## src/rtl/ws2812_in.sv

```systemverilog
`default_nettype none
// ============================================================================
//  Module      : ws2812_in
//  Description : WS2812 one-wire line receiver. Synchronises the serial line,
//                measures each high pulse, decodes bits MSB-first into bytes
//                and detects the low reset gap that terminates a frame.
//  Ports       : clk_in          system clock
//                rst_n_in        asynchronous reset, active low
//                ws2812_data_in  serial line (asynchronous to clk_in)
//                bit_thr_cnt_in  high time above this count decodes '1'
//                rst_cnt_in      low time that ends a frame (0 = never)
//                byte_vld_out    1-cycle strobe for byte_data_out/byte_idx_out
//                byte_data_out   decoded byte, first received bit in bit 7
//                byte_idx_out    byte position within the frame
//                frame_done_out  1-cycle strobe at frame end
//                byte_cnt_out    whole bytes in the last frame (held)
//                err_out         [0] stuck-high pulse, [1] partial byte
//  Options     : WS2812_IN_ERR_EN  enables the sticky error flags; when
//                undefined err_out is tied to zero.
//  Revision    : 1.0  initial release
// ============================================================================
module ws2812_in #(
    parameter int SYNC_STAGES = 2,
    parameter int IDX_W       = 8
) (
    input  logic             clk_in,
    input  logic             rst_n_in,
    input  logic             ws2812_data_in,
    input  logic [7:0]       bit_thr_cnt_in,
    input  logic [15:0]      rst_cnt_in,
    output logic             byte_vld_out,
    output logic [7:0]       byte_data_out,
    output logic [IDX_W-1:0] byte_idx_out,
    output logic             frame_done_out,
    output logic [IDX_W-1:0] byte_cnt_out,
    output logic [1:0]       err_out
);

    typedef enum logic [1:0] {
        WAIT_GAP = 2'd0,
        IDLE     = 2'd1,
        HIGH     = 2'd2,
        LOW      = 2'd3
    } state_t;

    state_t r_state, w_state_next;

    logic [SYNC_STAGES-1:0] r_sync;
    logic                   r_line_q;
    logic [7:0]             r_hi_cnt;
    logic [15:0]            r_lo_cnt;
    logic [6:0]             r_shift;     // seven most recent bits of the byte in progress
    logic [2:0]             r_bit_cnt;
    logic [IDX_W-1:0]       r_byte_idx;

    // Event strobes are staged one cycle before reaching the outputs, so a
    // byte completion always surfaces before a frame end that follows it.
    logic                   r_vld_pend;
    logic [7:0]             r_data_pend;
    logic [IDX_W-1:0]       r_idx_pend;
    logic                   r_done_pend;
    logic [IDX_W-1:0]       r_cnt_pend;

    logic w_line, w_rise, w_fall, w_gap, w_bit;
    logic w_start_hi, w_decode, w_frame_end;

    assign w_line = r_sync[SYNC_STAGES-1];
    assign w_rise = w_line & ~r_line_q;
    assign w_fall = ~w_line & r_line_q;
    assign w_gap  = (rst_cnt_in != 16'd0) && (r_lo_cnt >= rst_cnt_in);
    assign w_bit  = (r_hi_cnt > bit_thr_cnt_in);

    always_ff @(posedge clk_in or negedge rst_n_in) begin
        if (!rst_n_in) begin
            r_sync   <= '0;
            r_line_q <= 1'b0;
            r_state  <= WAIT_GAP;
        end else begin
            r_sync   <= {r_sync[SYNC_STAGES-2:0], ws2812_data_in};
            r_line_q <= w_line;
            r_state  <= w_state_next;
        end
    end

    always_comb begin
        w_state_next = r_state;
        w_start_hi   = 1'b0;
        w_decode     = 1'b0;
        w_frame_end  = 1'b0;
        case (r_state)
            WAIT_GAP: begin
                if (w_gap) w_state_next = IDLE;
            end
            IDLE: begin
                if (w_rise) begin
                    w_state_next = HIGH;
                    w_start_hi   = 1'b1;
                end
            end
            HIGH: begin
                if (w_fall) begin
                    w_state_next = LOW;
                    w_decode     = 1'b1;
                end
            end
            LOW: begin
                if (w_rise) begin
                    w_state_next = HIGH;
                    w_start_hi   = 1'b1;
                end else if (w_gap) begin
                    w_state_next = IDLE;
                    w_frame_end  = 1'b1;
                end
            end
            default: w_state_next = WAIT_GAP;
        endcase
    end

    always_ff @(posedge clk_in or negedge rst_n_in) begin
        if (!rst_n_in) begin
            r_hi_cnt       <= 8'd0;
            r_lo_cnt       <= 16'd0;
            r_shift        <= 7'd0;
            r_bit_cnt      <= 3'd0;
            r_byte_idx     <= '0;
            r_vld_pend     <= 1'b0;
            r_data_pend    <= 8'd0;
            r_idx_pend     <= '0;
            r_done_pend    <= 1'b0;
            r_cnt_pend     <= '0;
            byte_vld_out   <= 1'b0;
            byte_data_out  <= 8'd0;
            byte_idx_out   <= '0;
            frame_done_out <= 1'b0;
            byte_cnt_out   <= '0;
        end else begin
            if (w_start_hi)
                r_hi_cnt <= 8'd1;
            else if (r_state == HIGH && r_hi_cnt != 8'hFF)
                r_hi_cnt <= r_hi_cnt + 8'd1;

            // Low time is measured both while hunting for the first gap and
            // between bits; any high level restarts the WAIT_GAP measurement.
            if (w_decode)
                r_lo_cnt <= 16'd1;
            else if (r_state == WAIT_GAP && w_line)
                r_lo_cnt <= 16'd0;
            else if ((r_state == WAIT_GAP || r_state == LOW) && r_lo_cnt != 16'hFFFF)
                r_lo_cnt <= r_lo_cnt + 16'd1;

            r_vld_pend  <= w_decode && (r_bit_cnt == 3'd7);
            r_done_pend <= w_frame_end;

            if (w_decode) begin
                r_shift <= {r_shift[5:0], w_bit};
                if (r_bit_cnt == 3'd7) begin
                    r_data_pend <= {r_shift, w_bit};
                    r_idx_pend  <= r_byte_idx;
                    r_byte_idx  <= r_byte_idx + 1'b1;
                    r_bit_cnt   <= 3'd0;
                end else begin
                    r_bit_cnt <= r_bit_cnt + 3'd1;
                end
            end else if (w_frame_end) begin
                r_cnt_pend <= r_byte_idx;
                r_byte_idx <= '0;
                r_bit_cnt  <= 3'd0;
                r_shift    <= 7'd0;
            end

            byte_vld_out   <= r_vld_pend;
            frame_done_out <= r_done_pend;
            if (r_vld_pend) begin
                byte_data_out <= r_data_pend;
                byte_idx_out  <= r_idx_pend;
            end
            if (r_done_pend)
                byte_cnt_out <= r_cnt_pend;
        end
    end

`ifdef WS2812_IN_ERR_EN
    logic [1:0] r_err;
    logic       r_perr_pend;

    // Flags are sticky for a whole frame and are reported alongside
    // frame_done_out; they drop on the cycle after it.
    always_ff @(posedge clk_in or negedge rst_n_in) begin
        if (!rst_n_in) begin
            r_err       <= 2'b00;
            r_perr_pend <= 1'b0;
        end else begin
            if (w_frame_end)
                r_perr_pend <= (r_bit_cnt != 3'd0);
            if (frame_done_out) begin
                r_err <= 2'b00;
            end else begin
                if (r_done_pend && r_perr_pend)
                    r_err[1] <= 1'b1;
                if (r_state == HIGH && r_hi_cnt == 8'hFF)
                    r_err[0] <= 1'b1;
            end
        end
    end

    assign err_out = r_err;
`else
    assign err_out = 2'b00;
`endif

endmodule
`default_nettype wire
```

## config.mk

```make
export PLATFORM = sky130hd
export DESIGN_NAME = ws2812_in
export DESIGN_NICKNAME = d
export VERILOG_FILES = /design/src/rtl/ws2812_in.sv
export SDC_FILE = /design/constraint.sdc
export NUM_CORES = 1
export LEC_CHECK = 0
export BUFFER_PORTS_ARGS = -buffer_cell sky130_fd_sc_hd__buf_2
export CORE_ASPECT_RATIO = 0.6
export CORE_MARGIN = 2
export CORE_UTILIZATION = 33
export DETAILED_ROUTE_END_ITERATION = 6
export HOLD_SLACK_MARGIN = 0.12
export PLACE_DENSITY = 0.53
export SYNTH_ARGS = -nofsm -noshare
export SYNTH_HDL_FRONTEND = slang
export SYNTH_SLANG_ARGS = --single-unit
```

## constraint.sdc

```tcl
create_clock -name clk_in -period 6.1 [get_ports clk_in]
set_input_delay 0.305 -clock clk_in [delete_from_list [all_inputs] [get_ports clk_in]]
set_output_delay 0.305 -clock clk_in [all_outputs]
set_load 0.005 [all_outputs]
```

== Word level (Yosys, flattened, before mapping) ==
Index checks and enable logic that the tools add are counted.

* Input port bits: 27
* Logic and storage cells: 79
* Output and inout bits: 28
* Register bits after elaboration: 99

* Eq/ne operators: 9
* Reduce and logical (&&, ||, !) cells: 16
* Add/subtract/negate cells: 4
* Bitwise operators: 5
* $lt $le $gt $ge: 2
* Mux-type cells: 25

{| class="wikitable"
|+ Operators by type and width
! kind !! number
|-
| 16-bit 2-to-1 mux || 3
|-
| 8-bit 2-to-1 mux || 5
|-
| 16-bit by 1-bit adder with 16-bit output (second input constant) || 1
|-
| 8-bit by 1-bit adder with 8-bit output (second input constant) || 2
|-
| 16-bit greater-or-equal comparator || 1
|-
| 16-bit inequality test (second input constant) || 1
|-
| 16-bit nonzero test || 1
|-
| 7-bit 2-to-1 mux || 2
|-
| 3-bit 2-to-1 mux || 3
|-
| 8-bit > comparator || 1
|-
| 2-bit 2-to-1 mux || 4
|-
| 8-bit inequality test (second input constant) || 1
|-
| 2-bit one-hot mux with 4 select lines || 1
|-
| 2-bit AND reduction || 4
|-
| 1-bit 2-to-1 mux || 7
|-
| 1-bit logical AND || 5
|-
| 2-bit equality test (second input constant) || 2
|-
| 2-bit inequality test (second input constant) || 2
|-
| 2-bit nonzero test || 2
|-
| 3-bit by 1-bit adder with 3-bit output (second input constant) || 1
|-
| 3-bit equality test (second input constant) || 1
|-
| 1-bit NOT || 3
|-
| 3-bit nonzero test || 1
|-
| 1-bit bitwise AND || 2
|-
| other kinds (5) || 5
|}

== Longest topological paths before layout ==
Gate-level depths: netlist (run 1).

* Depth after elaboration: 7
* Gate-level depth with buffers: 10
* Mapped depth without buffers: 8

== Worst setup path after synthesis (run 1) ==
OpenSTA, ideal clock, no wires.

* Path type: flip-flop to flip-flop
* From: register r_lo_cnt[10]
* To: register r_byte_idx[1]
* Path slack: 3.818 ns
* Buffers on the path: 1
* Arrival time: 2.159 ns
* Data required time: 5.977 ns
* Stages on the path, launching flop included: 9
* Clock period less this slack: 2.282 ns
* Setup time: 0.123 ns
* Path through: dfrtp_1 ha_1 and4_2 o211ai_1 o31a_1 a311oi_4 and2_2 buf_2 o21ai_1

* Word-level cells in the longest chain between the ends: 7

{| class="wikitable"
|+ RTL lines
! element !! RTL line !! source
|-
| start, declared || 51 || <nowiki>logic [15:0] r_lo_cnt;</nowiki>
|-
| start signal, assigned || 149 || <nowiki>r_lo_cnt <= r_lo_cnt + 16'd1;</nowiki>
|-
| 16-bit greater-or-equal comparator || 70 || <nowiki>assign w_gap = (rst_cnt_in != 16'd0) && (r_lo_cnt >= rst_cnt_in);</nowiki>
|-
| 1-bit logical AND || 70 ||
|-
| 1-bit 2-to-1 mux || 110 || <nowiki>end else if (w_gap) begin</nowiki>
|-
| 1-bit 2-to-1 mux || 107 || <nowiki>if (w_rise) begin</nowiki>
|-
| 1-bit 2-to-1 mux || 90 || <nowiki>case (r_state)</nowiki>
|-
| via w_frame_end || 65 || <nowiki>logic w_start_hi, w_decode, w_frame_end;</nowiki>
|-
| 2-bit nonzero test (no line) || - ||
|-
| 2-bit AND reduction (no line) || - ||
|-
| end signal, assigned || 159 || <nowiki>r_byte_idx <= r_byte_idx + 1'b1;</nowiki>
|-
| end, declared || 54 || <nowiki>logic [IDX_W-1:0] r_byte_idx;</nowiki>
|}

The timed path passes the listed nets, and every way through them passes these cells.
A chain may end at the register's enable or synchronous reset.

== Worst setup path after layout (run 1) ==
* From: register r_state[0]
* To: register r_byte_idx[4]

* Word-level cells in the longest chain between the ends: 4
* Elaborated cells on any way between the ends: 8
* Classes of those cells: eq/ne: 3; mux: 3; reduce/logical: 2

{| class="wikitable"
|+ RTL lines
! element !! RTL line !! source
|-
| start, declared || 46 || <nowiki>state_t r_state, w_state_next;</nowiki>
|-
| start signal, assigned || 81 || <nowiki>r_state <= w_state_next;</nowiki>
|-
| 2-bit equality test || 90 ||
|-
| 1-bit 2-to-1 mux || 90 ||
|-
| 2-bit by 1-bit inequality test with 1-bit output (no line) / 2-bit nonzero test (equally long branches) || - ||
|-
| 2-bit AND reduction (no line) || - ||
|}

Parallel ways exist; a longest one is shown, timed or not.

==> reports/results.ini, run 1 <==
[sta]
clock.fmax_mhz=348.5
final.period_utilization_pct=47.04
worst-slew-pin-transition_ns=0.9624
hold_violations=0
fin_crit_ns=2.869
tns_ns=0
rsz0062_at_grt=false
drv_slew=0
finClkSkew_ns=0.005636
setup_violations=0
maxSlewHeadroom_pct=35.84
holdWs_ns=0.3521

[final_layout]
antenna_cells=0
drive_gt1_share_pct=21.83
syn_to_final_growth_pct=16.08
nets=560
post-route-util_pct=38.81
final_area_sq_mm=0.005564

[power_and_ir_drop]
p_leak_nw=2.879
p_per_area_mw_per_mm2=311.7
irDropWorstVdd_uv=133.4

[cts]
cts_tree=yes
postCtsHoldBufs=2
numCtsBuffers=9
clock-sinks=99
cts_setup_buffers=0
ctsLongestPathBuffers=2
path_clk_slew_ns=0.07
worstSkewPairLatency_ns=0.34
h-tree-depth=3
ctsResizeCount=0
root_buffer=clkbuf_16

[die]
rows=34
start_util_pct=33.44
fp.dieH_um=97.36
pin_count=55
dieArea_sq_mm=0.01554
dieWidth_um=159.6
core_sq_mm=0.01434

[global_routing]
gr-total-overflow=0
grt_start_max_net_pins=78
grt_usage_pct=13.54
antenna_found_initial=0
grt_pass1_vias=3422
grt_pass1_wl_mm=17.02

[yosys]
synth_common_cells=dfrtp_1 (99), nand2_1 (63), nor2_1 (35)
synth_most_common_cell=dfrtp_1
synth-seq-cells=99
synth_cell_type_count=50
synthArstFlopShare_pct=100.0
synth-simple-area-share_pct=15.17
synthCells=445
synth_fa_ha_area_share_pct=8.875
synth_top_family_by_area=simple AND/OR/NAND/NOR gates
netlist.area_leader.share_pct=51.68
synth_area_leaders=dfrtp_1 (52%), ha_1 (8.9%), mux2_2 (7.8%)
synth_ff_type=dfrtp_1
synth_top_cell_by_area=dfrtp_1
syn_area_sq_mm=0.004793
synth-xor-area-share_pct=4.385
avgSynthCellArea_sq_um=10.77
synth_compound_area_share_pct=8.275
ys_warn_count=0
synth_edf_count=0
yosysSeqAreaShare_pct=51.68
muxShareOfSynthArea_pct=7.961

[critical_path]
slowest_delay_ns=0.63
cp.arrival_ns=3.14
ff2ff_path_depth=8
path_class=reg -> reg
worstReg2RegStart=r_state[0]
cp-start-kind=register
cp_cell_sequence=inv_1, ha_1, and3b_1, nand2_1, inv_1, nand4_1, xor2_1, nor2_1
slowest_stage=inv_1
cp.required_ns=6.37
worstSetupStartpoint=r_state[0]
cp_common_cell=inv_1
cp_max_fo=21
worst_setup_path_end_kind=register

[worst_hold_path]
hp-class=reg -> reg
hold_depth=0
min_from=r_sync[0]

[routing]
wl_mm=9.694
final_antenna_net_count=0
wl_met1_mm=5.255
wl_met3_um=365
num_vias=3316
via_per_inst=4.724
route.top_layer_used=met4
dr.pass1.iters=4
wl_per_cell_um=13.81
wl_met2_mm=3.983
drtIter0Drc=164
drc=0

[run]
max_cap_violations=0

[placement]
hpwl_mm=7.244
placed_cell_area_sq_mm=0.005256
gp_congestion=0.8308
portBuffers=52

[outcome]
status=complete, no violations

-- worst max-delay path: cells and delay by family, from the launching register on --
family | cells | cell delay, ns
simple gates | 4 | 1.18
buf+inv | 2 | 0.77
flops | 1 | 0.42
fa+ha+maj | 1 | 0.27
xor+xnor | 1 | 0.16
-- power by group --
part	internal [W]	switching, W	total, W
combinational	0.000165	0.000209	0.000374
sequential	0.000737	0.0000812	0.000819
clock	0.000292	0.000249	0.000541
-- cell usage in the layout (no fill, tap or decap), types with 2 or more instances in the layout --
master and instances:
nor4_1 4, inv_1 30, mux2_2 33, nand3_1 11
o21a_1 3, and2_1 4, buf_4 2, a21o_1 3
dfrtp_1 99, a22o_1 8, inv_6 2, or2_2 2
nand2_1 63, dlygate4sd3_1 2, nor2b_1 2, a31oi_1 2
ha_1 34, and4_1 6, nor2_1 35, buf_2 51
or3_1 3, o211ai_1 3, clkbuf_16 9, xnor2_1 8
conb_1 2, o21ai_0 12, nand2b_1 2, a21oi_1 12
and3_1 5, xor2_1 16, clkinv_4 3, o21ai_1 3
nand4_1 8
-- kinds of logic after synthesis --
kind of cell | Yosys count
buffers and inverters | 43
xor gates and xnor gates | 24
DFF | 99
other | 1
AOI/OAI and AO/OA | 57
and+or+nand+nor | 153
adders and majority gates | 34
muxes | 34
-- final cells by class --
| cell class | instances | area, sq um |
|---|---|---|
| Sequential cell | 99 | 2477 |
| Fill cell | 1421 | 8772 |
| Multi-Input combinational cell | 304 | 2148 |
| Inverter | 30 | 112.6 |
| Timing Repair Buffer | 55 | 290.3 |
| Clock buffer | 10 | 239.0 |
| Tap cell | 198 | 247.7 |
| Clock inverter | 6 | 48.80 |
-- layer usage --
layer	vias to the layer above	GRT usage, %
met5	-	0
met2	56	19.78
met4	0	3.217
met3	10	3.542
li1	1648	-
met1	1602	20.01
-- state kept, by name (all words and copies together), names as in the netlist --
name            count
r_cnt_pend          8
byte_data_out       8
r_line_q            1
r_done_pend         1
r_shift             7
r_bit_cnt           3
r_state             2
byte_cnt_out        8
r_vld_pend          1
byte_vld_out        1
r_sync              2
r_idx_pend          8
r_hi_cnt            8
r_byte_idx          8
r_data_pend         8
frame_done_out      1
r_lo_cnt           16
byte_idx_out        8
-- stage by stage --
stage	instances	power (W)	worst slack, ns
3_3_place_gp	684	0.001187	3.379
3_5_place_dp	684	0.001209	3.203
4_1_cts	702	0.001763	3.173
6_report	702	0.001734	3.231
2_1_floorplan	446	0.001089	3.818
5_1_grt	702	0.001860	2.798
-- final timing paths --
check / slack (ns) / to
setup / recovery: 3.23 / r_byte_idx[4]
hold / removal: 0.35 / r_sync[1]
setup reg to reg: 3.23 / r_byte_idx[4]
hold reg to reg: 0.35 / r_sync[1]
max in group asynchronous: 4.47 / r_byte_idx[5]
min in group asynchronous: 0.38 / byte_cnt_out[2]
Note: power is estimated with default switching activity, not from simulation.
==> run 2: changes to the inputs <==
- PLACE_DENSITY: 0.53 -> 0.55
- clock period: 6.1 -> 2.5 ns (I/O delays scaled with it)
==> run 2 against run 1 <==
  * First-iteration DRC count fell by 26%
  * Clock power up 130%
  * Global-route usage shrank 0.37 points
  * Power is 140% higher
  * Critical endpoint is now r_bit_cnt[0]
  * Highest routed layer unchanged
==> reports/results.ini, run 2 (synthesis gave the netlist of run 1 again) <==
[outcome]
status=complete, no violations  ; unchanged

[critical_path]
cp.arrival_ns=2.61  ; was 3.14 ns
cp_num_cells=8  ; unchanged
crit_family=compound AO/OA/AOI/OAI gates  ; was simple AND/OR/NAND/NOR gates
worst_setup_path_end_kind=register  ; unchanged
cp_cell_sequence=ha_1, and4_2, o211ai_1, o31a_1, a311oi_4, nor2_2, buf_4, mux2_2  ; was inv_1, ha_1, and3b_1, nand2_1, inv_1, nand4_1, xor2_1, nor2_1
slowest_stage=dfrtp_1  ; was inv_1
cp.required_ns=2.72  ; was 6.37 ns
path_class=reg -> reg  ; unchanged
cp-start-kind=register  ; unchanged
crit_buf_inv=1  ; was 2
cp_max_fo=7  ; was 21
ff2ff_path_depth=8  ; unchanged
slowest_delay_ns=0.43  ; was 0.63 ns

[cts]
numCtsBuffers=9  ; unchanged
ctsResizeCount=0  ; unchanged
cts_setup_buffers=0  ; unchanged
h-tree-depth=3  ; unchanged
worstSkewPairLatency_ns=0.34  ; about the same
path_clk_slew_ns=0.07  ; about the same
root_buffer=clkbuf_16  ; unchanged
ctsLongestPathBuffers=2  ; unchanged
cts_tree=yes  ; unchanged
clock-sinks=99  ; unchanged

[die]
pin_count=55  ; unchanged
dieArea_sq_mm=0.01554  ; unchanged
fp.dieH_um=97.36  ; unchanged
core_sq_mm=0.01434  ; unchanged
rows=34  ; unchanged
dieWidth_um=159.6  ; unchanged
start_util_pct=33.44  ; unchanged

[sta]
drv_slew=0  ; unchanged
fin_crit_ns=2.393  ; was 2.869 ns
final.period_utilization_pct=95.70  ; was 47.04%
tns_ns=0  ; unchanged
holdWs_ns=0.3523  ; was 0.3521 ns
finClkSkew_ns=0.009397  ; was 0.005636 ns
worst-slew-pin-transition_ns=0.7159  ; was 0.9624 ns
setup_violations=0  ; unchanged
hold_violations=0  ; unchanged
clock.fmax_mhz=418.0  ; was 348.5 MHz
maxSlewHeadroom_pct=52.27  ; was 35.84%
rsz0062_at_grt=false  ; unchanged

[final_layout]
syn_to_final_growth_pct=18.09  ; was 16.08%
final_cell_mix=dfrtp_1 (99), nand2_1 (63), buf_2 (51), nor2_1 (35), ha_1 (34)  ; unchanged
nets=573  ; was 560
drive_gt1_share_pct=23.21  ; was 21.83%
mostFrequentLayoutCell=dfrtp_1  ; unchanged
max_flop_register=r_lo_cnt  ; unchanged
antenna_cells=0  ; unchanged
final_area_sq_mm=0.005660  ; was 0.005564 sq mm
largest_register_ff_count=16  ; unchanged

[global_routing]
grt_pass1_wl_mm=16.57  ; was 17.02 mm
grt_usage_pct=13.17  ; was 13.54%
antenna_found_initial=0  ; unchanged
gr-total-overflow=0  ; unchanged
grt_pass1_vias=3409  ; was 3,422
grt_start_max_net_pins=100  ; was 78

[routing]
wl_mm=9.578  ; was 9.694 mm
via_per_inst=4.648  ; was 4.724
num_vias=3323  ; was 3,316
drc=0  ; unchanged
final_antenna_net_count=0  ; unchanged
dr.pass1.iters=4  ; unchanged
wl_per_cell_um=13.40  ; was 13.81 um
drtIter0Drc=121  ; was 164

[placement]
hpwl_mm=7.143  ; was 7.244 mm
portBuffers=52  ; unchanged
placed_cell_area_sq_mm=0.005366  ; was 0.005256 sq mm
gp_congestion=0.8491  ; was 0.8308

[run]
max_cap_violations=0  ; unchanged

[power_and_ir_drop]
p_per_area_mw_per_mm2=743.5  ; was 311.7 mW/mm^2
p_leak_nw=2.932  ; was 2.879 nW
irDropWorstVdd_uv=435.6  ; was 133.4 uV

[worst_hold_path]
hp-class=reg -> reg  ; unchanged
hold_depth=0  ; unchanged

[run 2: report_power, final]
part	switching, W	leakage [nW]	total, W	internal, W
Combinational	0.000514	1.50	0.000950	0.000435
Sequential	0.000185	1.31	0.00199	0.00180
Clock	0.000569	0.126	0.00127	0.000705
[run 2: path summary, 6_finish.rpt]
path	startpoint	to	slack [ns]
max in group asynchronous	rst_n_in	r_cnt_pend[7]	1.72
worst min-delay path	r_sync[0]	r_sync[1]	0.35
worst max-delay path	r_lo_cnt[8]	r_bit_cnt[0]	0.11
min in group asynchronous	rst_n_in	byte_idx_out[0]	0.37
worst min register to register	r_sync[0]	r_sync[1]	0.35
worst max register to register	r_lo_cnt[8]	r_bit_cnt[0]	0.11
[run 2: layout make-up]
cell class              count  area [sq um]
clock inverters             3         23.77
multi-input cells         304          2148
well taps                 198         247.7
fillers                  1418          8676
inverters                  30         112.6
flip-flops and latches     99          2477
clock buffers              13         250.2
repair buffers             68         400.4
[run 2: timing repair]
action	in CTS	in global routing
hold buffers	2	0
hold endpoints to repair	100	0
endpoints found under the setup margin	0	3
[run 2: stage by stage]
step                      utilization, %  total power, W  std cells  worst slack, ns
after floorplan                        -        0.002657        446           0.2184
after global placement             37.43        0.002926        697          0.08172
after detailed placement           37.43        0.002975        697          0.02678
after CTS                          39.48        0.004281        715          0.02798
after global routing               39.48        0.004504        715         0.003762
final                              39.48        0.004209        715           0.1074
[run 2: worst register-to-register path, delay by kind of cell (launching register included)]
family	cells	cell delay [ns]
AND/OR/NAND/NOR	2	0.32
AO/OA/AOI/OAI	3	0.80
flip-flops	1	0.43
adder cells (fa/ha/maj)	1	0.29
multiplexers	1	0.27
buffers and inverters	1	0.17
[run 2: routing by layer]
| metal | wire (um) | vias up | global-route usage, % |
|---|---|---|---|
| met5 | 0 | - | 0 |
| li1 | - | 1656 | - |
| met4 | 73 | 0 | 3.706 |
| met3 | 359 | 9 | 3.244 |
| met1 | 4985 | 1612 | 18.83 |
| met2 | 4160 | 46 | 19.85 |
==> run 3: changes to the inputs <==
- CORE_MARGIN: 2 -> 3
- CTS_BUF_LIST: default -> sky130_fd_sc_hd__clkbuf_8
==> run 3 against run 2 <==
  * Power shrank 3.1%
  * Critical path depth decreased by 1
  * Worst setup slack better by 0.00055 ns
  * Sequential share of layout area is 0.27 points higher
  * Sequential power barely moved
  * Utilization grew 0.94 points
  * Flip-flop and latch count unchanged
  * Cell count fell by 0.42%
  * Combinational power rose by 2.7%
  * Clock-buffer cell count is 2 lower
  * Hold slack worse by 0.015 ns
  * Largest cell class unchanged
==> reports/results.ini, run 3 (synthesis gave the netlist of run 1 again) <==
[critical_path]
cp_max_fo=8  ; was 7
cp.arrival_ns=2.64  ; was 2.61 ns
cp_cell_sequence=ha_1, and3_1, o311a_2, o21ai_1, a311oi_4, nand2_4, mux2_2  ; was ha_1, and4_2, o211ai_1, o31a_1, a311oi_4, nor2_2, buf_4, mux2_2
crit_family=compound AO/OA/AOI/OAI gates  ; unchanged
slowest_stage=dfrtp_1  ; unchanged
cp.required_ns=2.75  ; was 2.72 ns
slowest_delay_ns=0.43  ; about the same
crit_buf_inv=0  ; was 1
cp-start-kind=register  ; unchanged
path_class=reg -> reg  ; unchanged
worst_setup_path_end_kind=register  ; unchanged

[worst_hold_path]
hp-class=in -> async  ; was reg -> reg

[global_routing]
grt_usage_pct=13.23  ; was 13.17%
grt_pass1_wl_mm=17.14  ; was 16.57 mm
antenna_found_initial=0  ; unchanged
grt_util_met2_pct=18.62  ; was 19.85%
gr-total-overflow=0  ; unchanged
grt_pass1_vias=3394  ; was 3,409
grt_use_met3_pct=3.537  ; was 3.244%
busiest_layer=met1  ; was met2
grt_start_max_net_pins=100  ; unchanged
use_met1_pct=20.35  ; was 18.83%

[final_layout]
largest_register_ff_count=16  ; unchanged
drive_gt1_share_pct=24.62  ; was 23.21%
final_area_sq_mm=0.005625  ; was 0.005660 sq mm
nets=576  ; was 573
mostFrequentLayoutCell=dfrtp_1  ; unchanged
syn_to_final_growth_pct=17.36  ; was 18.09%
final_cell_mix=dfrtp_1 (99), nand2_1 (63), buf_2 (51), nor2_1 (35), ha_1 (34)  ; unchanged
fillers=1368  ; was 1,418
max_flop_register=r_lo_cnt  ; unchanged
antenna_cells=0  ; unchanged

[routing]
num_vias=3370  ; was 3,323
wl_per_cell_um=13.96  ; was 13.40 um
drc=0  ; unchanged
dr.pass1.iters=4  ; unchanged
wl_mm=9.942  ; was 9.578 mm
final_antenna_net_count=0  ; unchanged
via_per_inst=4.733  ; was 4.648
drtIter0Drc=149  ; was 121

[sta]
final.period_utilization_pct=95.68  ; was 95.70%
fin_crit_ns=2.392  ; was 2.393 ns
worst-slew-pin-transition_ns=0.7132  ; was 0.7159 ns
finClkSkew_ns=0.009605  ; was 0.009397 ns
hold_violations=0  ; unchanged
maxSlewHeadroom_pct=52.45  ; was 52.27%
tns_ns=0  ; unchanged
drv_slew=0  ; unchanged
setup_violations=0  ; unchanged
clock.fmax_mhz=418.1  ; was 418.0 MHz

[power_and_ir_drop]
power_frac_clock_pct=27.2  ; was 30.3%
seqPwrFrac_pct=48.9  ; was 47.2%
p_leak_nw=2.936  ; was 2.932 nW
irDropWorstVdd_uv=267.7  ; was 435.6 uV
p_per_area_mw_per_mm2=725.1  ; was 743.5 mW/mm^2
sw_frac_of_total_pct=31.85  ; was 30.13%
p_comb_share_pct=23.9  ; was 22.6%
switchingPower_w=0.001299  ; was 0.001268 W
internal-power_w=0.002780  ; was 0.002941 W

[placement]
portBuffers=52  ; unchanged
placed_cell_area_sq_mm=0.005359  ; was 0.005366 sq mm
gp_congestion=0.8889  ; was 0.8491
hpwl_mm=7.377  ; was 7.143 mm

[die]
start_util_pct=34.45  ; was 33.44%
rows=33  ; was 34
fp.dieH_um=99.36  ; was 97.36 um
dieArea_sq_mm=0.01605  ; was 0.01554 sq mm
pin_count=55  ; unchanged
dieWidth_um=161.6  ; was 159.6 um
core_sq_mm=0.01391  ; was 0.01434 sq mm

[outcome]
status=complete, no violations  ; unchanged

[cts]
h-tree-depth=3  ; unchanged
clock-sinks=99  ; unchanged
worstSkewPairLatency_ns=0.37  ; was 0.34 ns
root_buffer=clkbuf_8  ; was clkbuf_16
ctsLongestPathBuffers=2  ; unchanged
path_clk_slew_ns=0.09  ; was 0.07 ns
cts_tree=yes  ; unchanged
numCtsBuffers=9  ; unchanged

[run]
max_cap_violations=0  ; unchanged

==> run 3: cell types whose count changed in the layout (fill, tap and decap cells not counted), sizes merged <==
cell / change
buf: +3
bufinv: +1
clkbuf: -2
clkinv: -1
clkinvlp: -2
inv: +4
==> run 3: path summary, 6_finish.rpt <==
check / slack, ns / start / end / cells past startpoint
worst max-delay path: 0.11 / r_lo_cnt[5] / r_cnt_pend[7] / 7
worst min-delay path: 0.34 / rst_n_in / byte_idx_out[0] / 3
worst max register to register: 0.11 / r_lo_cnt[5] / r_cnt_pend[7] / 7
worst min register to register: 0.36 / r_sync[0] / r_sync[1] / 0
max in group asynchronous: 1.75 / rst_n_in / r_shift[4] / 3
min in group clk_in: 0.35 / bit_thr_cnt_in[0] / r_shift[0] / 6
==> run 3: metrics by stage <==
step	util, %	std cells	power [W]	hold slack, ns	worst slack, ns
floorplan	-	446	0.002657	-0.1706	0.2184
global placement	38.51	691	0.002942	0.2160	0.1196
detailed placement	38.51	691	0.002989	0.2268	0.07354
CTS	40.21	709	0.004116	0.3410	0.06007
global route	40.43	712	0.004393	0.3774	-0.007640
finish	40.43	712	0.004079	0.3369	0.1080
==> run 3: worst min-delay path, delay by kind of cell <==
kind	cells	cell delay [ns]
buffers and inverters	3	1.02
==> run 3: power groups by stage <==
stage	logic (W)	registers, W	clock network, W
CTS	0.000970	0.00200	0.00115
detailed placement	0.000961	0.00203	0
floorplan	0.000688	0.00197	0
global placement	0.000923	0.00202	0
global route	0.00114	0.00203	0.00122
finish	0.000976	0.00199	0.00111
==> run 3: timing repair <==
item / 4_1_cts / 5_1_grt
resized for setup: 0 / 3
endpoints found under the hold margin: 100 / 0
hold buffers: 2 / 0
endpoints found under the setup margin: 0 / 14
setup buffers: 0 / 3
==> run 3: metal layers <==
layer / vias to the layer above / routed length [um]
li1: 1664 / -
met1: 1644 / 5478
met2: 53 / 4007
met3: 9 / 375
met4: 0 / 82
met5: - / 0
==> run 3: layout make-up <==
type	count	area [sq um]	area share [%]
repair buffers	71	422.9	7.518
clock inverters	5	65.06	1.157
clock buffers	11	151.4	2.691
well taps	192	240.2	4.270
inverters	30	112.6	2.002
flip-flops and latches	99	2477	44.04
multi-input cells	304	2156	38.32
